`src/rtl/target_select_ctrl_pkg.sv`:
```
// target_select_pkg: shared defaults, ID type and step direction for the target selector and command framer.
package target_select_pkg;
    localparam int ID_W = 6;
    localparam int CH_W = 2;
    localparam logic [CH_W-1:0] CHANNEL = 2'b11;
    localparam int DEBOUNCE_CYCLES = 50000;
    typedef logic [ID_W-1:0] target_id_t;
    typedef enum logic [1:0] {NONE, UP, DOWN} step_dir_t;
endpackage

```
`src/rtl/target_select_ctrl_if.sv`:
```
// target_select_if: button/lock inputs and command-word outputs of the target selector.
interface target_select_if #(
    parameter int ID_W = target_select_pkg::ID_W,
    parameter int CH_W = target_select_pkg::CH_W
);
    logic button_up;
    logic button_down;
    logic lock;
    logic [ID_W+CH_W-1:0] data_out;
    logic [ID_W-1:0] target_id;
    logic changed;
    modport master(output button_up, button_down, lock, input data_out, target_id, changed);
    modport slave(input button_up, button_down, lock, output data_out, target_id, changed);
endinterface

```
`src/rtl/target_select_ctrl_debouncer.sv`:
```
// button_debouncer: 2-flop synchroniser plus stable-count debounce; press pulses on a debounced rise.
module button_debouncer #(
    parameter int DEBOUNCE_CYCLES = target_select_pkg::DEBOUNCE_CYCLES
) (
    input  logic clk,
    input  logic rst_n,
    input  logic button,
    output logic press,
    output logic held
);
    localparam int CW = $clog2(DEBOUNCE_CYCLES + 1);
    logic [1:0] sync;
    logic [CW-1:0] cnt;
    always_ff @(posedge clk or negedge rst_n)
        if (!rst_n) begin
            sync  <= '0;
            cnt   <= '0;
            held  <= 1'b0;
            press <= 1'b0;
        end else begin
            sync  <= {sync[0], button};
            press <= 1'b0;
            if (sync[1] == held)
                cnt <= '0;
            else if (cnt == CW'(DEBOUNCE_CYCLES - 1)) begin
                cnt   <= '0;
                held  <= ~held;
                press <= ~held;
            end else
                cnt <= cnt + 1'b1;
        end
endmodule

```
`src/rtl/target_select_ctrl.sv`:
```
// target_select_ctrl: up/down button target-ID selector with auto-repeat, lock and change strobe.
module target_select_ctrl #(
    parameter int ID_W = target_select_pkg::ID_W,
    parameter int CH_W = target_select_pkg::CH_W,
    parameter logic [CH_W-1:0] CHANNEL = target_select_pkg::CHANNEL,
    parameter int MIN_ID = 1,
    parameter int MAX_ID = 20,
    parameter int RESET_ID = 1,
    parameter int DEBOUNCE_CYCLES = target_select_pkg::DEBOUNCE_CYCLES,
    parameter int REPEAT_DELAY = 25000000,
    parameter int REPEAT_RATE = 5000000,
    parameter bit WRAP = 1'b1
) (
    input logic clk,
    input logic rst_n,
    target_select_if.slave bus
);
    import target_select_pkg::*;
    localparam int RMAX = REPEAT_DELAY > REPEAT_RATE ? REPEAT_DELAY : REPEAT_RATE;
    localparam int RW = $clog2(RMAX + 1);
    logic [1:0] press, held, rep;
    logic [ID_W-1:0] id_q, id_d;
    logic changed_q;
    step_dir_t dir;

    button_debouncer #(.DEBOUNCE_CYCLES(DEBOUNCE_CYCLES)) u_up (
        .clk(clk), .rst_n(rst_n), .button(bus.button_up), .press(press[0]), .held(held[0])
    );
    button_debouncer #(.DEBOUNCE_CYCLES(DEBOUNCE_CYCLES)) u_down (
        .clk(clk), .rst_n(rst_n), .button(bus.button_down), .press(press[1]), .held(held[1])
    );

    // A nonzero count marks a hold armed by its own press; the other button going high disarms it for good.
    for (genvar g = 0; g < 2; g++) begin : g_rep
        logic [RW-1:0] cnt;
        logic rpt;
        logic go;
        logic fire;
        assign go = held[g] && !held[1-g] && (cnt != '0 || press[g]);
        assign fire = REPEAT_DELAY > 0 && go && cnt == RW'(rpt ? REPEAT_RATE : REPEAT_DELAY);
        assign rep[g] = fire;
        always_ff @(posedge clk or negedge rst_n)
            if (!rst_n) begin
                cnt <= '0;
                rpt <= 1'b0;
            end else begin
                cnt <= go ? (fire ? RW'(1) : cnt + 1'b1) : '0;
                rpt <= go && (rpt || fire);
            end
    end

    always_comb
        dir = lock_steps() ? NONE :
              ((press[0] || rep[0]) && !held[1]) ? UP :
              ((press[1] || rep[1]) && !held[0]) ? DOWN : NONE;

    function automatic logic lock_steps();
        return bus.lock;
    endfunction

    always_comb
        id_d = dir == UP   ? (id_q == ID_W'(MAX_ID) ? (WRAP ? ID_W'(MIN_ID) : id_q) : id_q + 1'b1) :
               dir == DOWN ? (id_q == ID_W'(MIN_ID) ? (WRAP ? ID_W'(MAX_ID) : id_q) : id_q - 1'b1) :
               id_q;

    always_ff @(posedge clk or negedge rst_n)
        if (!rst_n) begin
            id_q      <= ID_W'(RESET_ID);
            changed_q <= 1'b0;
        end else begin
            id_q      <= id_d;
            changed_q <= id_d != id_q;
        end

    assign bus.target_id = id_q;
    assign bus.changed   = changed_q;
    assign bus.data_out  = {id_q, CHANNEL};
endmodule

```
`src/flat_wrapper.sv`:
```
// flat-port wrapper written by rule: the top's interface ports become plain ports
module target_select_ctrl_flat import target_select_pkg::*;
#(
    parameter int ID_W = target_select_pkg::ID_W,
    parameter int CH_W = target_select_pkg::CH_W,
    parameter logic [CH_W-1:0] CHANNEL = target_select_pkg::CHANNEL,
    parameter int MIN_ID = 1,
    parameter int MAX_ID = 20,
    parameter int RESET_ID = 1,
    parameter int DEBOUNCE_CYCLES = target_select_pkg::DEBOUNCE_CYCLES,
    parameter int REPEAT_DELAY = 25000000,
    parameter int REPEAT_RATE = 5000000,
    parameter bit WRAP = 1'b1
)
  (clk, rst_n, bus_button_up, bus_button_down, bus_lock, bus_data_out, bus_target_id, bus_changed);
  target_select_if #(.ID_W(ID_W), .CH_W(CH_W)) bus_i ();
  input logic clk;
  input logic rst_n;
  input wire logic [$bits(bus_i.button_up)-1:0] bus_button_up;
  input wire logic [$bits(bus_i.button_down)-1:0] bus_button_down;
  input wire logic [$bits(bus_i.lock)-1:0] bus_lock;
  output wire logic [$bits(bus_i.data_out)-1:0] bus_data_out;
  output wire logic [$bits(bus_i.target_id)-1:0] bus_target_id;
  output wire logic [$bits(bus_i.changed)-1:0] bus_changed;
  assign bus_i.button_up = bus_button_up;
  assign bus_i.button_down = bus_button_down;
  assign bus_i.lock = bus_lock;
  assign bus_data_out = bus_i.data_out;
  assign bus_target_id = bus_i.target_id;
  assign bus_changed = bus_i.changed;
  target_select_ctrl #(.ID_W(ID_W), .CH_W(CH_W), .CHANNEL(CHANNEL), .MIN_ID(MIN_ID), .MAX_ID(MAX_ID), .RESET_ID(RESET_ID), .DEBOUNCE_CYCLES(DEBOUNCE_CYCLES), .REPEAT_DELAY(REPEAT_DELAY), .REPEAT_RATE(REPEAT_RATE), .WRAP(WRAP)) u_core (.clk(clk), .rst_n(rst_n), .bus(bus_i));
endmodule
```
`config.mk`:
```
export PLATFORM = sky130hd
export DESIGN_NAME = target_select_ctrl_flat
export DESIGN_NICKNAME = d
export VERILOG_FILES = /design/src/rtl/target_select_ctrl_pkg.sv /design/src/rtl/target_select_ctrl_if.sv /design/src/rtl/target_select_ctrl_debouncer.sv /design/src/rtl/target_select_ctrl.sv /design/src/flat_wrapper.sv
export SDC_FILE = /design/constraint.sdc
export NUM_CORES = 1
export LEC_CHECK = 0
export CAP_MARGIN = 20
export CORE_ASPECT_RATIO = 1.4
export CORE_MARGIN = 4
export CORE_UTILIZATION = 30
export DETAILED_ROUTE_END_ITERATION = 6
export SYNTH_ARGS = -nofsm -noshare
export SYNTH_HDL_FRONTEND = slang
export SYNTH_SLANG_ARGS = --single-unit
export TNS_END_PERCENT = 100
```
`constraint.sdc`:
```
create_clock -name clk -period 6.7 [get_ports clk]
set_clock_uncertainty 0.1 [all_clocks]
set_input_delay 1.34 -clock clk [delete_from_list [all_inputs] [get_ports clk]]
set_output_delay 1.34 -clock clk [all_outputs]
set_load 0.005 [all_outputs]
```
==> flow_metrics.env <==
export IMPL_run_status="complete, no violations"
export IMPL_worst_r2r_endpoint="u_core.bus.target_id[3]"
export IMPL_power_density_nw_per_um2=210.3
export IMPL_crit_type="reg2out"
export IMPL_cap_viol_max_count=0
export IMPL_tritoncts="yes"
export IMPL_transition_time_of_the_tightest_slew_check_pin_ps=872.7
export IMPL_worstSetupPathDepth=1
export IMPL_worst_path_buf_inv=1
export IMPL_timing_final_crit_period_ps=2927
export IMPL_fin_cells=745
export IMPL_slowest_stage="sky130_fd_sc_hd__dfstp_2"
export IMPL_routed_wirelength_um=9830
export IMPL_clockBufferDepth=2
export IMPL_grt_usage=0.1092
export IMPL_tns_ps=0
export IMPL_cts_hold_fix_buffers=0
export IMPL_die_width_um=118.0
export IMPL_vias_per_cell=4.915
export IMPL_worst_hold_slack_ps=281.9
export IMPL_core_area_um2=16680
export IMPL_core_rowCount=56
export IMPL_arrival_ps=1490
export IMPL_global_route_wire_length_before_repair_um=17370
export IMPL_hold_path_cell_count=0
export IMPL_grt_setup_unrepaired="false"
export IMPL_clkTransAtPathRegs_ps=70
export IMPL_grt_overflow_total=0
export IMPL_mostFrequentLayoutCell="sky130_fd_sc_hd__nor2_1"
export IMPL_endpoint_kind="output port"
export IMPL_maximum_fanout_encountered_on_the_critical_timing_path=9
export IMPL_worstSetupStartpointType="flip-flop"
export IMPL_buffer_ports_inserted=17
export IMPL_numPlacedInstances=729
export IMPL_total_cts_buffers=9
export IMPL_detailed_place_area_um2=5379
export IMPL_clockRootBuffer="sky130_fd_sc_hd__clkbuf_16"
export IMPL_min_path_type="reg2reg"
export IMPL_ant_nets=0
export IMPL_peakVddDrop_mv=0.1305
export IMPL_ys_flop_type="sky130_fd_sc_hd__dfrtp_1"
export IMPL_p_leak_nw=2.297
export IMPL_slew_headroom=0.4182
export IMPL_rrSetupSlack_ps=4000
export IMPL_via_count_of_the_first_global_routing_pass=3695
export IMPL_starting_density_of_the_core=0.3045
export IMPL_yosys_area_top_type_share=0.4830
export IMPL_min_from="u_core.u_down.sync[0]"
export IMPL_fillCellCount=1681
export IMPL_ys_seq_elements=99
export IMPL_detailedRoute_firstPassIterationCount=4
export IMPL_number_of_antenna_violations_at_the_first_check_in_global_routing=0
export IMPL_final_cell_area_um2=5713
export IMPL_slew_viol_final=0
export IMPL_asyncSetResetFlopFracSynth=1.000
export IMPL_critPathMaxStageDelay_ps=620
export IMPL_largest_net_degree_at_the_start_of_global_routing=65
export IMPL_most_common_layout_cells="sky130_fd_sc_hd__nor2_1, sky130_fd_sc_hd__dfrtp_1, sky130_fd_sc_hd__xor2_1, sky130_fd_sc_hd__nand2_1, sky130_fd_sc_hd__xnor2_1"
export IMPL_synth_avg_cell_area_um2=9.598
export IMPL_die_h_um=161.9
export IMPL_layout_nets=551
export IMPL_synth_seq_area_share=0.4882
export IMPL_post_synth_top_area_cell="sky130_fd_sc_hd__dfrtp_1"
export IMPL_synth_enable_flop_cells=0
export IMPL_place_congestion=0.7884
export IMPL_dp_final_hpwl_um=6886
export IMPL_synthCells=529
export IMPL_ioPinCount=20
export IMPL_syn_cell_area_um2=5077
export IMPL_initial_detailed_routing_violation_count=374
export IMPL_max_freq_mhz=341.6
export IMPL_route_detailed_drc=0
export IMPL_worst_r2r_startpoint="u_core.g_rep[0].cnt[8]"
export IMPL_synth_cell_types=53
export IMPL_layout_worst_path_cycle_share=0.4369
export IMPL_required_ps=5260
export IMPL_drt_wirelength_per_cell_um=13.19
export IMPL_detailedPlace_worstSlack_ps=3437
export IMPL_report_final_hold_viol_count=0
export IMPL_ctsResizeCount=0
export IMPL_post_cts_setup_buffer_count=0
export IMPL_clock_insertion_delay_worst_skew_ps=350
export IMPL_r2r_worst_path_cells=5
export IMPL_overall_die_area_um2=19100
export IMPL_report_final_setup_viol=0
export IMPL_layout_area_overhead_vs_synth_pct=12.52
export IMPL_routed_via_count=3662
export IMPL_cp_top_family="flip-flops"
export IMPL_deepest_level_of_the_cts_h_tree=3
export IMPL_tritoncts_num_sinks=99
export IMPL_post_route_cells_drive_above_1_share=0.06089
export IMPL_ys_warnings_count=0
export IMPL_ys_top_cells_by_area="sky130_fd_sc_hd__dfrtp_1, sky130_fd_sc_hd__nor2_1, sky130_fd_sc_hd__xor2_1"
export IMPL_hold_path_endpoint="u_core.u_down.sync[1]"
export IMPL_antennaDiodeCount=0
export IMPL_postLayoutSetupSlackWorst_ps=3773
export IMPL_path_cells="clkdlybuf4s50_1"
## metal layers
metal	global-route usage	share of wire	wire length (um)	vias to the layer above
li1	-	-	-	1801
met1	0.1340	0.46	4524	1794
met2	0.1832	0.49	4840	55
met3	0.02786	0.028	279	12
met4	0.04533	0.019	185	0
met5	0	0	0	-
## worst max path at each step
stage	startpoint	to	slack [ps]
floorplan	bus_lock	u_core.bus.target_id[0]	4000
global placement	bus_lock	u_core.bus.target_id[0]	3460
detailed placement	bus_lock	u_core.bus.target_id[3]	3440
CTS	u_core.bus.target_id[0]	bus_data_out[2]	3750
global route	bus_lock	u_core.bus.target_id[3]	3690
finish	u_core.bus.target_id[0]	bus_data_out[2]	3770
## cells in the mapped netlist, drive strengths merged, types with 2 or more instances
cell,instances
nand4b,2
a21oi,4
xor2,43
mux2,2
nor3,12
and4,6
nand3,30
dfrtp,98
o211ai,2
and2,6
o21ai,7
nor4,11
inv,14
or2,5
nor2b,2
nor3b,3
buf,12
or4,4
or3,3
nand4,23
nand3b,2
ha,9
nor4b,3
mux2i,2
and3,15
o221ai,2
xnor2,34
nand2,37
nor2,111
clkbuf,9
## report_power, final
group	leakage [nW]	switching [mW]	internal [mW]
registers	1.36	0.00273	0.601
logic	0.772	0.0175	0.00590
clock network	0.164	0.239	0.335
## cell type report
| class | count | area, um^2 | share of cell area |
|---|---|---|---|
| clock buffer | 9 | 225.2 | 0.03942 |
| clock inverter | 7 | 108.9 | 0.01905 |
| inverter | 14 | 52.55 | 0.009198 |
| multi-input combinational | 395 | 2419 | 0.4233 |
| sequential | 99 | 2479 | 0.4339 |
| tap | 203 | 254.0 | 0.04446 |
| timing repair buffer | 18 | 175.2 | 0.03066 |
## worst register-to-register path, stage by stage, from the launching register on
cell                       delay [ps]
sky130_fd_sc_hd__dfrtp_1          470
sky130_fd_sc_hd__or4_1            550
sky130_fd_sc_hd__a2111o_1         490
sky130_fd_sc_hd__o21a_1           310
sky130_fd_sc_hd__or4_1            540
sky130_fd_sc_hd__o311ai_0         110
## flip-flops by register name (all words and copies together), names as in the netlist
signal	flops
u_core.u_down.sync	2
u_core.bus.target_id	6
u_core.g_rep.rpt	2
u_core.u_down.held	1
u_core.bus.changed	1
u_core.u_up.sync	2
u_core.u_down.press	1
u_core.g_rep.cnt	50
u_core.u_up.cnt	16
u_core.u_up.press	1
u_core.u_up.held	1
u_core.u_down.cnt	16
## kinds of logic (layout without fill, tap and decap cells)
| family | Yosys count | in the layout | share of synthesized area |
|---|---|---|---|
| buffers and inverters | 36 | 48 | 0.03622 |
| muxes | 4 | 4 | 0.008378 |
| AOI/OAI and AO/OA | 26 | 26 | 0.04412 |
| DFF | 99 | 99 | 0.4882 |
| other | 1 | 2 | 0.0007386 |
| adders and majority gates | 9 | 9 | 0.02218 |
| and+or+nand+nor | 277 | 277 | 0.2674 |
| xor gates and xnor gates | 77 | 77 | 0.1328 |
## metrics by stage
step	util	power, mW
after floorplan	-	0.6235
after detailed placement	0.3226	0.6401
after CTS	0.3426	1.218
after global routing	0.3426	1.253
final	0.3426	1.201
after global placement	0.3226	0.6392
Power figures use the tool's default switching activity.
